## config.mk

```make
export PLATFORM = sky130hd
export DESIGN_NAME = clk_div_bank
export DESIGN_NICKNAME = d
export VERILOG_FILES = /design/src/rtl/clk_div_pkg.sv /design/src/rtl/clk_div_chan.sv /design/src/rtl/clk_div_bank.sv
export SDC_FILE = /design/constraint.sdc
export NUM_CORES = 1
export LEC_CHECK = 0
export ABC_AREA = 1
export CAP_MARGIN = 20
export CORE_MARGIN = 2
export CORE_UTILIZATION = 62
export DETAILED_ROUTE_END_ITERATION = 16
export GPL_TIMING_DRIVEN = 1
export MAX_ROUTING_LAYER = met4
export PLACE_DENSITY = 0.81
export SYNTH_ARGS = -nofsm -noshare
export SYNTH_HDL_FRONTEND = slang
export SYNTH_SLANG_ARGS = --single-unit
```

## constraint.sdc

```tcl
create_clock -name clk -period 2.1 [get_ports clk]
set_input_delay 0.42 -clock clk [delete_from_list [all_inputs] [get_ports clk]]
set_output_delay 0.42 -clock clk [all_outputs]
set_load 0.01 [all_outputs]
```

## src/rtl/clk_div_pkg.sv

```systemverilog
`default_nettype none
// ============================================================================
// Module      : clk_div_pkg
// Description : Shared types and constants for the clk_div_bank divided-clock
//               generator. Holds the per-channel state encoding, the
//               reset-time period/high defaults and the configuration
//               legality check that is used by the write decoder.
// Revision    : 1.0 - initial release
// ============================================================================
package clk_div_pkg;

    // Channel operating state. DRAIN finishes the current period after the
    // run request has been withdrawn, so no output pulse is ever truncated.
    typedef enum logic [1:0] {
        IDLE  = 2'd0,
        RUN   = 2'd1,
        DRAIN = 2'd2
    } chan_state_t;

    // Smallest period that still has both a high and a low phase.
    localparam int unsigned P_MIN = 32'd2;

    // Shadow and active register values after reset: a divide-by-two clock.
    localparam int unsigned P_RST = 32'd2;
    localparam int unsigned H_RST = 32'd1;

    // A period/high pair is usable when the period has room for at least one
    // high cycle and at least one low cycle.
    function automatic logic cfg_legal(input int unsigned period,
                                       input int unsigned high);
        return (period >= P_MIN) && (high >= 32'd1) && (high <= period - 32'd1);
    endfunction

endpackage : clk_div_pkg
`default_nettype wire

```

## src/rtl/clk_div_chan.sv

```systemverilog
`default_nettype none
// ============================================================================
// Module      : clk_div_chan
// Description : One divided-clock channel. Keeps a shadow copy of the
//               programmed period/high time, an active copy that is loaded
//               only when a new period starts, a period counter and a
//               three-state run controller. All outputs are registered and
//               lag the counter by one cycle.
// Ports       : clk       - system clock, rising edge
//               rst_n     - asynchronous active-low reset
//               sh_we     - write strobe for the shadow registers
//               sh_period - new period P (clk cycles)
//               sh_high   - new high time H (clk cycles)
//               en        - run request (level)
//               clk_out   - divided clock
//               tick      - one-cycle pulse on the first cycle of a period
//               running   - channel is in RUN or DRAIN
// Revision    : 1.0 - initial release
// ============================================================================
module clk_div_chan
    import clk_div_pkg::*;
#(
    parameter int CNT_W = 8
) (
    input  logic             clk,
    input  logic             rst_n,
    input  logic             sh_we,
    input  logic [CNT_W-1:0] sh_period,
    input  logic [CNT_W-1:0] sh_high,
    input  logic             en,
    output logic             clk_out,
    output logic             tick,
    output logic             running
);

    localparam logic [CNT_W-1:0] C_P_RST = CNT_W'(P_RST);
    localparam logic [CNT_W-1:0] C_H_RST = CNT_W'(H_RST);
    localparam logic [CNT_W-1:0] C_ONE   = CNT_W'(1);

    chan_state_t      r_state;
    chan_state_t      w_state_nxt;
    logic [CNT_W-1:0] r_cnt;
    logic [CNT_W-1:0] w_cnt_nxt;
    logic [CNT_W-1:0] r_p_s;
    logic [CNT_W-1:0] r_h_s;
    logic [CNT_W-1:0] r_p_a;
    logic [CNT_W-1:0] r_h_a;
    logic             w_load;
    logic             w_boundary;
    logic             w_active;

    // Last cycle of the running period.
    assign w_boundary = (r_cnt == (r_p_a - C_ONE));
    assign w_active   = (r_state != IDLE);

    // ------------------------------------------------------------------------
    // Next-state logic. w_load marks the edge on which a new period begins;
    // the active registers take the shadow value present before that edge,
    // so a shadow write landing on the same edge waits for the next period.
    // ------------------------------------------------------------------------
    always_comb begin
        w_state_nxt = r_state;
        w_cnt_nxt   = r_cnt;
        w_load      = 1'b0;

        case (r_state)
            IDLE: begin
                w_cnt_nxt = '0;
                if (en) begin
                    w_state_nxt = RUN;
                    w_load      = 1'b1;
                end
            end

            RUN: begin
                if (w_boundary) begin
                    w_cnt_nxt = '0;
                    if (en) begin
                        w_load = 1'b1;
                    end else begin
                        w_state_nxt = IDLE;
                    end
                end else begin
                    w_cnt_nxt = r_cnt + C_ONE;
                    if (!en) begin
                        w_state_nxt = DRAIN;
                    end
                end
            end

            DRAIN: begin
                if (w_boundary) begin
                    w_cnt_nxt = '0;
                    if (en) begin
                        w_state_nxt = RUN;
                        w_load      = 1'b1;
                    end else begin
                        w_state_nxt = IDLE;
                    end
                end else begin
                    w_cnt_nxt = r_cnt + C_ONE;
                    // Re-request mid-drain simply resumes; the period in
                    // flight is unaffected so no tick is skipped or added.
                    if (en) begin
                        w_state_nxt = RUN;
                    end
                end
            end

            default: begin
                w_state_nxt = IDLE;
                w_cnt_nxt   = '0;
            end
        endcase
    end

    // ------------------------------------------------------------------------
    // State, counter and output registers.
    // ------------------------------------------------------------------------
    always_ff @(posedge clk or negedge rst_n) begin
        if (!rst_n) begin
            r_state <= IDLE;
            r_cnt   <= '0;
            clk_out <= 1'b0;
            tick    <= 1'b0;
            running <= 1'b0;
        end else begin
            r_state <= w_state_nxt;
            r_cnt   <= w_cnt_nxt;
            // Outputs decode the current counter value, giving one cycle of
            // latency and keeping every output a plain flop.
            clk_out <= w_active && (r_cnt < r_h_a);
            tick    <= w_active && (r_cnt == '0);
            running <= w_active;
        end
    end

    // ------------------------------------------------------------------------
    // Shadow registers: written from the bus at any time.
    // ------------------------------------------------------------------------
    always_ff @(posedge clk or negedge rst_n) begin
        if (!rst_n) begin
            r_p_s <= C_P_RST;
            r_h_s <= C_H_RST;
        end else if (sh_we) begin
            r_p_s <= sh_period;
            r_h_s <= sh_high;
        end
    end

    // ------------------------------------------------------------------------
    // Active registers: only change when a period starts.
    // ------------------------------------------------------------------------
    always_ff @(posedge clk or negedge rst_n) begin
        if (!rst_n) begin
            r_p_a <= C_P_RST;
            r_h_a <= C_H_RST;
        end else if (w_load) begin
            r_p_a <= r_p_s;
            r_h_a <= r_h_s;
        end
    end

endmodule : clk_div_chan
`default_nettype wire

```

## src/rtl/clk_div_bank.sv

```systemverilog
`default_nettype none
// ============================================================================
// Module      : clk_div_bank
// Description : Bank of NCH independent divided-clock / clock-enable
//               generators sharing one configuration write bus. Validates
//               each write, steers legal ones to the addressed channel's
//               shadow registers and reports the outcome one cycle later on
//               cfg_ack / cfg_err.
// Ports       : clk        - system clock, rising edge
//               rst_n      - asynchronous active-low reset
//               cfg_we     - configuration write strobe
//               cfg_ch     - target channel of the write
//               cfg_period - period P in clk cycles
//               cfg_high   - high time H in clk cycles
//               cfg_ack    - one-cycle pulse, write accepted
//               cfg_err    - one-cycle pulse, write rejected
//               en         - per-channel run request
//               clk_out    - per-channel divided clock
//               tick       - per-channel period-start pulse
//               running    - per-channel RUN/DRAIN indicator
// Revision    : 1.0 - initial release
// ============================================================================
module clk_div_bank
    import clk_div_pkg::*;
#(
    parameter int NCH   = 4,
    parameter int CNT_W = 8
) (
    input  logic                                      clk,
    input  logic                                      rst_n,
    input  logic                                      cfg_we,
    input  logic [((NCH > 1) ? $clog2(NCH) : 1)-1:0]  cfg_ch,
    input  logic [CNT_W-1:0]                          cfg_period,
    input  logic [CNT_W-1:0]                          cfg_high,
    output logic                                      cfg_ack,
    output logic                                      cfg_err,
    input  logic [NCH-1:0]                            en,
    output logic [NCH-1:0]                            clk_out,
    output logic [NCH-1:0]                            tick,
    output logic [NCH-1:0]                            running
);

    localparam int CH_W = (NCH > 1) ? $clog2(NCH) : 1;

    logic w_ch_ok;
    logic w_legal;
    logic w_wr_ok;
    logic w_wr_bad;
    logic r_wr_ok;
    logic r_wr_bad;

    // A channel index that does not exist (possible when NCH is not a power
    // of two) is rejected along with bad period/high pairs.
    assign w_ch_ok  = (32'(cfg_ch) < 32'(NCH));
    assign w_legal  = w_ch_ok && cfg_legal(32'(cfg_period), 32'(cfg_high));
    assign w_wr_ok  = cfg_we && w_legal;
    assign w_wr_bad = cfg_we && !w_legal;

    // ------------------------------------------------------------------------
    // Write outcome pipeline: the shadow update happens on the sampling edge,
    // the acknowledge is presented one edge later. ok/bad are mutually
    // exclusive by construction, so ack and err can never coincide.
    // ------------------------------------------------------------------------
    always_ff @(posedge clk or negedge rst_n) begin
        if (!rst_n) begin
            r_wr_ok  <= 1'b0;
            r_wr_bad <= 1'b0;
            cfg_ack  <= 1'b0;
            cfg_err  <= 1'b0;
        end else begin
            r_wr_ok  <= w_wr_ok;
            r_wr_bad <= w_wr_bad;
            cfg_ack  <= r_wr_ok;
            cfg_err  <= r_wr_bad;
        end
    end

    // ------------------------------------------------------------------------
    // Channel instances.
    // ------------------------------------------------------------------------
    for (genvar i = 0; i < NCH; i++) begin : g_chan
        logic w_sel;

        assign w_sel = w_wr_ok && (cfg_ch == CH_W'(i));

        clk_div_chan #(
            .CNT_W (CNT_W)
        ) u_chan (
            .clk       (clk),
            .rst_n     (rst_n),
            .sh_we     (w_sel),
            .sh_period (cfg_period),
            .sh_high   (cfg_high),
            .en        (en[i]),
            .clk_out   (clk_out[i]),
            .tick      (tick[i]),
            .running   (running[i])
        );
    end

endmodule : clk_div_bank
`default_nettype wire

```

Word-level counts from Yosys, hierarchy flattened
Index checks and enable logic that the tools add are counted.
Word-level totals
  bits in registers: 184
  input bits: 25
  output and inout bits: 14
  word-level logic and storage cells: 157
Cells by class
  add/subtract/negate cells: 9
  order comparisons: 7
  equal/unequal tests: 19
  mux-type cells: 48
  reductions and logical operators: 34
Operators with widths (count)
  8-bit 2-to-1 mux: 8
  2-bit 2-to-1 mux: 20
  8-bit by 1-bit adder with 8-bit output, second input constant: 4
  8-bit equality test: 4
  8-bit by 32-bit less-or-equal comparator with 1-bit output: 1
  8-bit zero test: 4
  8-bit less-than comparator: 4
  8-bit by 1-bit subtractor with 8-bit output, second input constant: 4
  2-bit case mux with 3 select lines: 4
  1-bit logical AND: 16
  2-bit equality test, second input constant: 6
  1-bit 2-to-1 mux: 12
  2-bit by 1-bit equality test with 1-bit output, second input constant: 5
  2-bit zero test: 5
  8-bit by 1-bit subtractor with 9-bit output, second input constant: 1
  8-bit by 1-bit greater-or-equal comparator with 1-bit output, second input constant: 1
  8-bit by 2-bit greater-or-equal comparator with 1-bit output, second input constant: 1
  2-bit inequality test, second input constant: 4
  1-bit case mux with 2 select lines: 4
  2-bit nonzero test: 4
  2-bit OR reduction: 4
  1-bit zero test: 1

Depth between registers and ports, before layout
Gate-level depths: netlist of the first run.
  depth in word-level cells: 5
  depth in mapped cells: 17

Modules after synthesis
From an unflattened synthesis of the first run, not the netlist that was laid out.
Second synthesis, totals
  cells, all modules: 1172
  area, all modules: 10113.4 um^2
Modules (own cells, without submodules)
  clk_div_chan: times used 4, cells each 271, area each 2388.5 um^2
  clk_div_bank: times used 1, cells each 88, area each 559.3 um^2

Least setup slack after synthesis of the first run
No wires, ideal clock.
  kind: input -> register
  from: input port cfg_period[3]
  to: register g_chan[0].u_chan.r_h_s[1]
  library setup time: 0.117 ns
  arrival time: 2.399 ns
  data required time: 1.983 ns
  path slack: -0.416 ns
  cell stages on the path: 17
  path through: buf_2 > nor2_2 > nand4_1 > nor3_1 > xor2_1 > ha_1 > nand2_1 > inv_1 > nor3_1 > nand2_1 > nand2_2 > nand2_2 > nor2_8 > nand2_2 > buf_4 > nand2_1 > nand2_1
On the way
  word-level cells in the longest chain between the ends: 5
  elaborated cells between the ends (all ways): 7
Ends and longest elaborated chain
  start: declaration: RTL line clk_div_bank.sv:33  | input logic [CNT_W-1:0] cfg_period,
  8-bit by 1-bit subtractor with 9-bit output or 8-bit by 2-bit greater-or-equal comparator with 1-bit output (tied branches): RTL line clk_div_pkg.sv:31  | return (period >= P_MIN) && (high >= 32'd1) && (high <= period - 32'd1);
  8-bit by 32-bit less-or-equal comparator with 1-bit output or 1-bit logical AND (tied branches): RTL line clk_div_pkg.sv:31
  1-bit logical AND (*): RTL line clk_div_pkg.sv:31
  1-bit logical AND (*): RTL line clk_div_bank.sv:56  | assign w_wr_ok = cfg_we && w_legal;
  1-bit logical AND (*): RTL line clk_div_bank.sv:84  | assign w_sel = w_wr_ok && (cfg_ch == CH_W'(i));
  end signal: assignment: RTL line clk_div_chan.sv:147  | r_h_s <= sh_high;
  end: declaration: RTL line clk_div_chan.sv:45  | logic [CNT_W-1:0] r_h_s;
Every way passes the cells marked *; elsewhere a longest branch is shown, timed or not.
A chain may end at the register's enable or synchronous reset.

Final worst setup path of the first run
  from: input port cfg_period[0]
  to: register g_chan[0].u_chan.r_p_s[2]
On the way
  word-level cells in the longest chain between the ends: 5
  elaborated cells between the ends (all ways): 7
Ends and longest elaborated chain
  8-bit by 1-bit subtractor with 9-bit output or 8-bit by 2-bit greater-or-equal comparator with 1-bit output (tied branches): RTL line clk_div_pkg.sv:31
  8-bit by 32-bit less-or-equal comparator with 1-bit output or 1-bit logical AND (tied branches): RTL line clk_div_pkg.sv:31
  1-bit logical AND (*): RTL line clk_div_pkg.sv:31
  1-bit logical AND (*): RTL line clk_div_bank.sv:56
  1-bit logical AND (*): RTL line clk_div_bank.sv:84
  end signal: assignment: RTL line clk_div_chan.sv:146  | r_p_s <= sh_period;
  end: declaration: RTL line clk_div_chan.sv:44  | logic [CNT_W-1:0] r_p_s;
Marked as above.

==> Implementation_results.wiki, run 1 <==
{| class="wikitable"
! Metric !! Value
|-
| Worst Setup Path Type || in -> reg
|-
| Max Slew Vio Count || 0
|-
| Main synth FF type || dfrtp_1
|-
| Portion of the clock cycle consumed by the worst path in the final layout || 108%
|-
| Number of buffers added by the clock tree synthesis step || 17
|-
| Die Area || 17600 sq um
|-
| Vias || roughly 9.0k
|-
| Cell area after technology mapping || 10200 sq um
|-
| Slew at the pin closest to its max-slew limit || approximately 0.88 ns
|-
| Clock Skews || 0.0107 ns
|-
| Register-to-register setup slack || 0.02 ns
|-
| Final antenna-violating net count || 0
|-
| Number of optimization iterations in the first detailed-route pass || 6
|-
| Max Fanout on Critical Path || 8
|-
| DRC errors left || 0
|-
| Result of the run || finished, violations left
|-
| Count of warnings emitted by yosys || 0
|-
| Cell count after synthesis || between 1k and 1.5k
|-
| CTS tree || done
|-
| Clock Path Buffers || 2
|-
| Worst Setup Slack post-DPL || -0.960 ns
|-
| Total nets after synthesis || 1385
|-
| Share of layout cells above drive strength 1 || 15.6%
|-
| Detailed placement HPWL || 16.7 mm
|-
| Clock transition time at the flip-flop clock pins of the worst setup and hold paths || around 0.060 ns
|-
| GRT overflow || 0
|-
| Final core utilization || between 70 and 80%
|-
| Required time reported for the critical path endpoint || between 2 and 2.5 ns
|-
| Most numerous cell in the Yosys netlist || nand2_1
|-
| Routability congestion estimate from global placement || approximately 0.94
|-
| Slack of the critical path || -0.173 ns
|-
| Worst setup path startpoint || cfg_period[0]
|-
| Number of placement rows || 46
|-
| Setup repair after global routing missed its margin || yes
|-
| All-layer global routing usage || between 20% and 30%
|-
| Total setup violations reported at the end of the flow || between 60 and 70
|-
| Initial cell density of the core || roughly 64%
|-
| Boundary pin count || 39
|-
| Most instantiated cells after synthesis || nand2_1 (420), nand3_1 (187), dfrtp_1 (168)
|-
| Clock latency at the later pin of the worst-skew pair || roughly 0.44 ns
|-
| Area of the core || 16000 sq um
|-
| Cell types occupying the most area after synthesis || dfrtp_1 (41%), nand2_1 (15%), nand3_1 (9.1%), ha_1 (8.1%), inv_1 (5.1%)
|-
| Sequential area share after synthesis || 45.1%
|-
| Net total in the final layout || 1471
|-
| Top achievable clock speed || ~0.44 GHz
|-
| Number of global-route vias before repair || approximately 8.5k
|-
| Largest area contributor in the netlist || dfrtp_1
|-
| Hold_sp || r_wr_bad
|-
| Final critical path time including I/O delays and setup || roughly 2.3 ns
|-
| Distinct cell type count of the synthesized netlist || 34
|-
| Count of non-filler cells in the finished layout || 1609
|-
| Depth of the worst hold-timing path || 0
|-
| Worst Reg2Reg Path Length in Cells || 14
|-
| Critical Path Source Type || primary input
|-
| Share of the synthesized area in the top cell type || 41.0%
|-
| Area added between synthesis and finish || 20.8%
|-
| Worst Hold End || cfg_err
|-
| Worst IR Drop VDD || ~720 uV
|-
| Sink count of the clock tree || 184
|-
| Class of the most critical hold timing path || reg -> reg
|-
| Maximum number of pins on one net before global-route repair || 53
|-
| Reg-to-reg endpoint || g_chan[2].u_chan.r_h_a[5]
|-
| Average via count per standard cell || about 5.6
|-
| Floorplan die height || 133 um
|-
| Number of enable flip-flop cells after synthesis || 0
|-
| Final number of hold-violating endpoints || 0
|-
| Worst slack on hold paths || roughly 0.35 ns
|-
| Cell Pwr Density || roughly 1200 nW/um^2
|-
| Worst r2r src || g_chan[2].u_chan.r_p_a[1]
|-
| Max-cap viol count || 0
|-
| Failing checks || negative setup slack
|-
| Critical Path AT || between 2 and 3 ns
|-
| Port bufs || 38
|-
| Number of storage elements in the synthesis netlist || ~180
|-
| Number of antenna violations at the first check in global routing || 0
|-
| Total detailed-routing wirelength || 25.5 mm
|-
| Global-route wire length before repair || a little over 40 mm
|-
| First DRT Iteration DRCs || about 800
|-
| CTS root buffer || clkbuf_16
|-
| Crit. End Element || flip-flop
|-
| Max H-tree Level || 4
|-
| Per-cell routed wire length || 15.8 um
|-
| Static Leakage || around 6.4 nW
|-
| Inst Count DP || 1560
|-
| Antenna fix cells || 0
|-
| Synthesized area per cell || between 7 and 8 sq um
|-
| Fraction of synthesis flops using an asynchronous set or reset pin || 100%
|-
| Headroom to the max-slew limit || between 40 and 50%
|-
| Die span in x || between 100 and 150 um
|}
==> critical path, stage by stage <==
cell and delay (ns):
buf_4 0.14, inv_4 0.07, nand4_1 0.16, xor2_1 0.27, ha_1 0.30, a21oi_2 0.15, nor2_1 0.05, nor3_1 0.17
nand2_1 0.08, nand2_2 0.09, nand2_4 0.07, nor2_8 0.12, buf_6 0.14, buf_12 0.13, nand2_8 0.09, nand2_4 0.08
nand2_1 0.05
==> sequential cells by signal, indices dropped and copies added (netlist names) <==
name                   count
cfg_ack                    1
cfg_err                    1
g_chan.u_chan.clk_out      4
g_chan.u_chan.r_cnt       32
g_chan.u_chan.r_h_a       32
g_chan.u_chan.r_h_s       32
g_chan.u_chan.r_p_a       32
g_chan.u_chan.r_p_s       32
g_chan.u_chan.r_state      8
g_chan.u_chan.running      4
g_chan.u_chan.tick         4
r_wr_bad                   1
r_wr_ok                    1
==> area by class of cell <==
class | instances | area, sq um
fill | 1100 | 3630
timing repair buffer | 108 | 1160
clock buffer | 23 | 488
tap | 216 | 270
clock inverter | 9 | 114
inverter | 140 | 528
multi-input combinational | 929 | 5180
sequential | 184 | 4630
==> power breakdown <==
part | leakage, nW | internal (mW) | switching, mW
registers | 2.32 | 4.70 | 0.910
clock network | 0.286 | 1.89 | 1.38
logic | 3.75 | 2.64 | 3.86
==> layout by cell type (no fill, tap or decap), drive strengths merged, types with 23 or more instances in the layout <==
cell / instances
buf: 73
o21ai: 23
dfrtp: 168
clkdlybuf4s50: 29
ha: 66
clkbuf: 25
nand3: 187
nor2: 94
inv: 141
nand2: 438
xor2: 25
==> worst max path at each step <==
stage and endpoint:
2_1_floorplan g_chan[0].u_chan.r_h_s[7], 3_3_place_gp g_chan[2].u_chan.r_h_s[0], 3_5_place_dp g_chan[0].u_chan.r_h_s[6], 4_1_cts g_chan[0].u_chan.r_h_s[7], 5_1_grt g_chan[0].u_chan.r_p_s[4], 6_report g_chan[0].u_chan.r_p_s[2]
==> layer usage <==
layer	part of all wire (%)	global-route usage (%)	vias up
met5	0	-	-
met1	43	38.8	4319
met2	49	46.7	326
li1	-	-	4303
met3	5.8	4.64	69
met4	2.4	10.0	0
==> kinds of logic after synthesis <==
| logic type | synth area share [%] |
|---|---|
| xor gates and xnor gates | 3.33 |
| and+or+nand+nor | 31.6 |
| adders and majority gates | 8.06 |
| buffers and inverters | 8.18 |
| DFF | 45.1 |
| AOI/OAI and AO/OA | 3.63 |
==> stage by stage <==
stage / total power, mW / TNS [ns] / area, sq um
CTS: 14.7 / -3.12 / 12100
detailed placement: 11.3 / -60.82 / 11200
global placement: 10.9 / -58.95 / 11200
global route: 16.5 / -11.63 / 12400
floorplan: 9.69 / -21.87 / 10300
finish: 15.4 / -7.54 / 12400
==> what timing repair did <==
action	CTS	global route
pin swaps	16	10
hold buffers	1	0
setup buffers	7	3
cloned	4	4
hold endpoints to repair	23	0
resized for setup	66	66
endpoints found under the setup margin	66	146
Power figures use the tool's default switching activity.
==> run 2: changes to the inputs <==
--- a/config.mk
+++ b/config.mk
@@ -5,14 +5,13 @@
 export SDC_FILE = /design/constraint.sdc
 export NUM_CORES = 1
 export LEC_CHECK = 0
-export ABC_AREA = 1
 export CAP_MARGIN = 20
 export CORE_MARGIN = 2
-export CORE_UTILIZATION = 62
+export CORE_UTILIZATION = 61
 export DETAILED_ROUTE_END_ITERATION = 16
 export GPL_TIMING_DRIVEN = 1
 export MAX_ROUTING_LAYER = met4
-export PLACE_DENSITY = 0.81
+export PLACE_DENSITY = 0.8
 export SYNTH_ARGS = -nofsm -noshare
 export SYNTH_HDL_FRONTEND = slang
 export SYNTH_SLANG_ARGS = --single-unit
==> run 2 against run 1 <==
The flow still finishes with violations (negative setup slack). Final cell count shrank 23%. Synthesized cell count decreased by 35%. First-iteration DRC count rose by 7.7%.
==> Implementation_results.wiki, run 2 <==
{| class="wikitable"
! Metric !! Value
|-
| Result of the run || finished, violations left
|-
| Failing checks || negative setup slack
|-
| Clock Skews || 0.0116 ns (+0.000916 ns)
|-
| Initial cell density of the core || 62.1% (-1.9 points)
|-
| Max Slew Vio Count || 0 (unchanged)
|-
| Global-route wire length before repair || 42.9 mm (+5.6%)
|-
| Worst slack on hold paths || 0.356 ns (+0.00732 ns)
|-
| Port bufs || 38 (unchanged)
|-
| Number of enable flip-flop cells after synthesis || 0 (unchanged)
|-
| Total setup violations reported at the end of the flow || 164 (+150%)
|-
| Worst IR Drop VDD || 944 uV (+32%)
|-
| Number of placement rows || 46 (unchanged)
|-
| Crit. End Element || flip-flop
|-
| Count of non-filler cells in the finished layout || 1236 (-23%)
|-
| Vias || 7822 (-13%)
|-
| Slew at the pin closest to its max-slew limit || 0.579 ns (-0.305 ns)
|-
| CTS tree || done
|-
| Layout Cell Area excl Fill || 13200 sq um (+6.5%)
|-
| Most common cell after layout, fill and taps aside || dfrtp_1
|-
| Final critical path time including I/O delays and setup || 2.87 ns (+0.599 ns)
|-
| Number of optimization iterations in the first detailed-route pass || 6 (unchanged)
|-
| Routability congestion estimate from global placement || 0.874 (-7.0%)
|-
| Most used cells in the layout excluding fill and tap cells || dfrtp_1 (166), mux2_4 (111), buf_4 (111)
|-
| Maximum number of pins on one net before global-route repair || 80 (+51%)
|-
| Sequential area share after synthesis || 47.0% (+1.9 points)
|-
| Area of the core || 15800 sq um (-1.1%)
|-
| Average via count per standard cell || 6.33 (+13%)
|-
| Die span in x || 131 um (-1.2%)
|-
| Net total in the final layout || 1099 (-25%)
|-
| FILL cells || 734 (-33%)
|-
| Required time reported for the critical path endpoint || 2.42 ns (about the same)
|-
| Floorplan die height || 131 um (-1.2%)
|-
| Depth of the worst hold-timing path || 0 (unchanged)
|-
| Cell Pwr Density || 1420 nW/um^2 (+14%)
|-
| Total detailed-routing wirelength || 30.7 mm (+21%)
|-
| Number of global-route vias before repair || 8127 (-3.8%)
|-
| Boundary pin count || 39 (unchanged)
|-
| Class of the most critical hold timing path || reg -> reg
|-
| Count of warnings emitted by yosys || 0 (unchanged)
|-
| Cell area after technology mapping || 9830 sq um (-4.0%)
|-
| Standard cell area after detailed placement || 11600 sq um (+3.6%)
|-
| Inst Count DP || 1171 (-25%)
|-
| Setup repair after global routing missed its margin || yes
|-
| Antenna fix cells || 0 (unchanged)
|-
| Number of storage elements in the synthesis netlist || 184 (unchanged)
|-
| All-layer global routing usage || 34.2% (+4.7 points)
|-
| Number of antenna violations at the first check in global routing || 0 (unchanged)
|-
| Critical Path Source Type || primary input
|-
| Static Leakage || 6.18 nW (-2.8%)
|-
| Portion of the clock cycle consumed by the worst path in the final layout || 137% (+29 points)
|-
| Cell types occupying the most area after synthesis || dfrtp_1 (43%), mux2_2 (13%), ha_1 (8.4%), dfstp_2 (4.3%), xor2_1 (2.9%)
|-
| Top achievable clock speed || 0.348 GHz (-21%)
|-
| Max Fanout on Critical Path || 8 (unchanged)
|-
| Clock transition time at the flip-flop clock pins of the worst setup and hold paths || 0.07 ns (about the same)
|-
| Worst Setup Path Type || in -> reg
|-
| Final total power || 18.6 mW (+21%)
|-
| Detailed placement HPWL || 16.7 mm (-0.20%)
|-
| Worst Reg2Reg Path Length in Cells || 10 (-4)
|-
| First DRT Iteration DRCs || 870 (+7.7%)
|-
| Share of layout cells above drive strength 1 || 41.8% (+26 points)
|-
| Sink count of the clock tree || 184 (unchanged)
|-
| Largest area contributor in the netlist || dfrtp_1
|-
| Max-cap viol count || 0 (unchanged)
|-
| Most instantiated cells after synthesis || dfrtp_1 (168), mux2_2 (117), ha_1 (66)
|-
| Headroom to the max-slew limit || 61.3% (+20 points)
|-
| Clock Path Buffers || 2 (unchanged)
|-
| Share of the synthesized area in the top cell type || 42.8% (+1.7 points)
|-
| GRT overflow || 0 (unchanged)
|-
| Final antenna-violating net count || 0 (unchanged)
|-
| Distinct cell type count of the synthesized netlist || 64 (+88%)
|-
| Max H-tree Level || 4 (unchanged)
|-
| Synthesized area per cell || 11.7 sq um (+48%)
|-
| Main synth FF type || dfrtp_1
|-
| Per-cell routed wire length || 24.9 um (+57%)
|-
| Area added between synthesis and finish || 33.9%
|-
| Most numerous cell in the Yosys netlist || dfrtp_1
|-
| DRC errors left || 0 (unchanged)
|-
| Final TNS setup || -69.58 ns (-62.04 ns)
|-
| Final number of hold-violating endpoints || 0 (unchanged)
|-
| Number of buffers added by the clock tree synthesis step || 17 (unchanged)
|-
| Cell count after synthesis || 840 (-35%)
|-
| Fraction of synthesis flops using an asynchronous set or reset pin || 100% (unchanged)
|-
| Total nets after synthesis || 931 (-33%)
|-
| Die Area || 17200 sq um (-2.4%)
|-
| Clock latency at the later pin of the worst-skew pair || 0.44 ns (about the same)
|-
| Slack of the critical path || -0.772 ns (-0.599 ns)
|-
| CTS root buffer || clkbuf_16
|-
| Critical Path AT || 3.19 ns (+0.59 ns)
|}
==> run 2: changes by cell type after synthesis, sizes merged, moves of 11 or more <==
| cell | before | now |
|---|---|---|
| and3 | 0 | 11 |
| buf | 34 | 23 |
| inv | 139 | 64 |
| mux2 | 0 | 128 |
| nand2 | 434 | 27 |
| nand2b | 0 | 15 |
| nand3 | 187 | 24 |
| nor2 | 94 | 56 |
| xnor2 | 14 | 30 |
==> run 2: power breakdown <==
part           switching [mW]  internal (mW)  leakage [nW]
combinational            4.28           4.78          3.66
sequential               1.23           4.93          2.24
clock                    1.44           1.98         0.288
total                    6.95           11.7          6.18
==> run 2: layout make-up <==
cell class	instances	area, sq um	area share [%]
multi-input combinational	559	5700	43.3
tap	216	270	2.05
inverter	64	240	1.82
sequential	184	4630	35.1
clock buffer	18	429	3.26
timing repair buffer	182	1730	13.1
clock inverter	13	179	1.36
==> run 2: per-layer routing <==
layer / vias up / track usage [%] / part of all wire [%]
met5: - / - / 0
met4: 0 / 11.7 / 4.6
met3: 168 / 6.72 / 7.3
met2: 449 / 56.6 / 50
met1: 3933 / 42.2 / 38
li1: 3272 / - / -
==> run 2: timing repair <==
action | 4_1_cts | 5_1_grt
pin swaps | 28 | 42
cloned | 3 | 2
buffers inserted | 14 | 19
gates resized for setup | 81 | 103
endpoints found under the setup margin | 153 | 169
hold buffers | 1 | 0
hold endpoints to repair | 17 | 0
==> run 2: logic make-up after synthesis <==
family | after synthesis | synth area share, %
mux | 128 | 15.0
flops | 184 | 47.0
xor+xnor | 63 | 5.61
simple gates | 208 | 12.2
buf+inv | 97 | 4.59
fa+ha+maj | 66 | 8.40
compound gates | 94 | 7.09
==> run 2: worst max-delay path, stage by stage <==
cell and delay, ns:
buf_8 0.10, buf_6 0.11, nor3_4 0.18, nand2b_4 0.09, buf_6 0.12, nor2_4 0.11, xnor2_2 0.08, ha_1 0.33
a21oi_2 0.19, o21ai_2 0.12, nor2_2 0.16, a21oi_4 0.10, buf_6 0.13, nor4_4 0.31, buf_4 0.18, clkbuf_16 0.16
mux2_4 0.31
==> run 2: metrics by stage <==
step                util (%)  setup WS (ns)
global placement        73.1          -1.31
CTS                     80.0         -0.646
floorplan                  -         -0.911
detailed placement      73.1          -1.43
global route            83.2         -0.922
finish                  83.2         -0.772
==> run 2: final timing paths <==
path	endpoint	slack (ns)	from
worst min register to register	cfg_ack	0.36	r_wr_ok
min in group asynchronous	g_chan[3].u_chan.tick	0.39	rst_n
max in group asynchronous	g_chan[3].u_chan.r_p_a[1]	0.92	rst_n
worst max-delay path	g_chan[2].u_chan.r_p_s[6]	-0.77	cfg_period[0]
worst min-delay path	cfg_ack	0.36	r_wr_ok
worst max register to register	g_chan[2].u_chan.r_h_a[1]	-0.45	g_chan[2].u_chan.r_p_a[1]
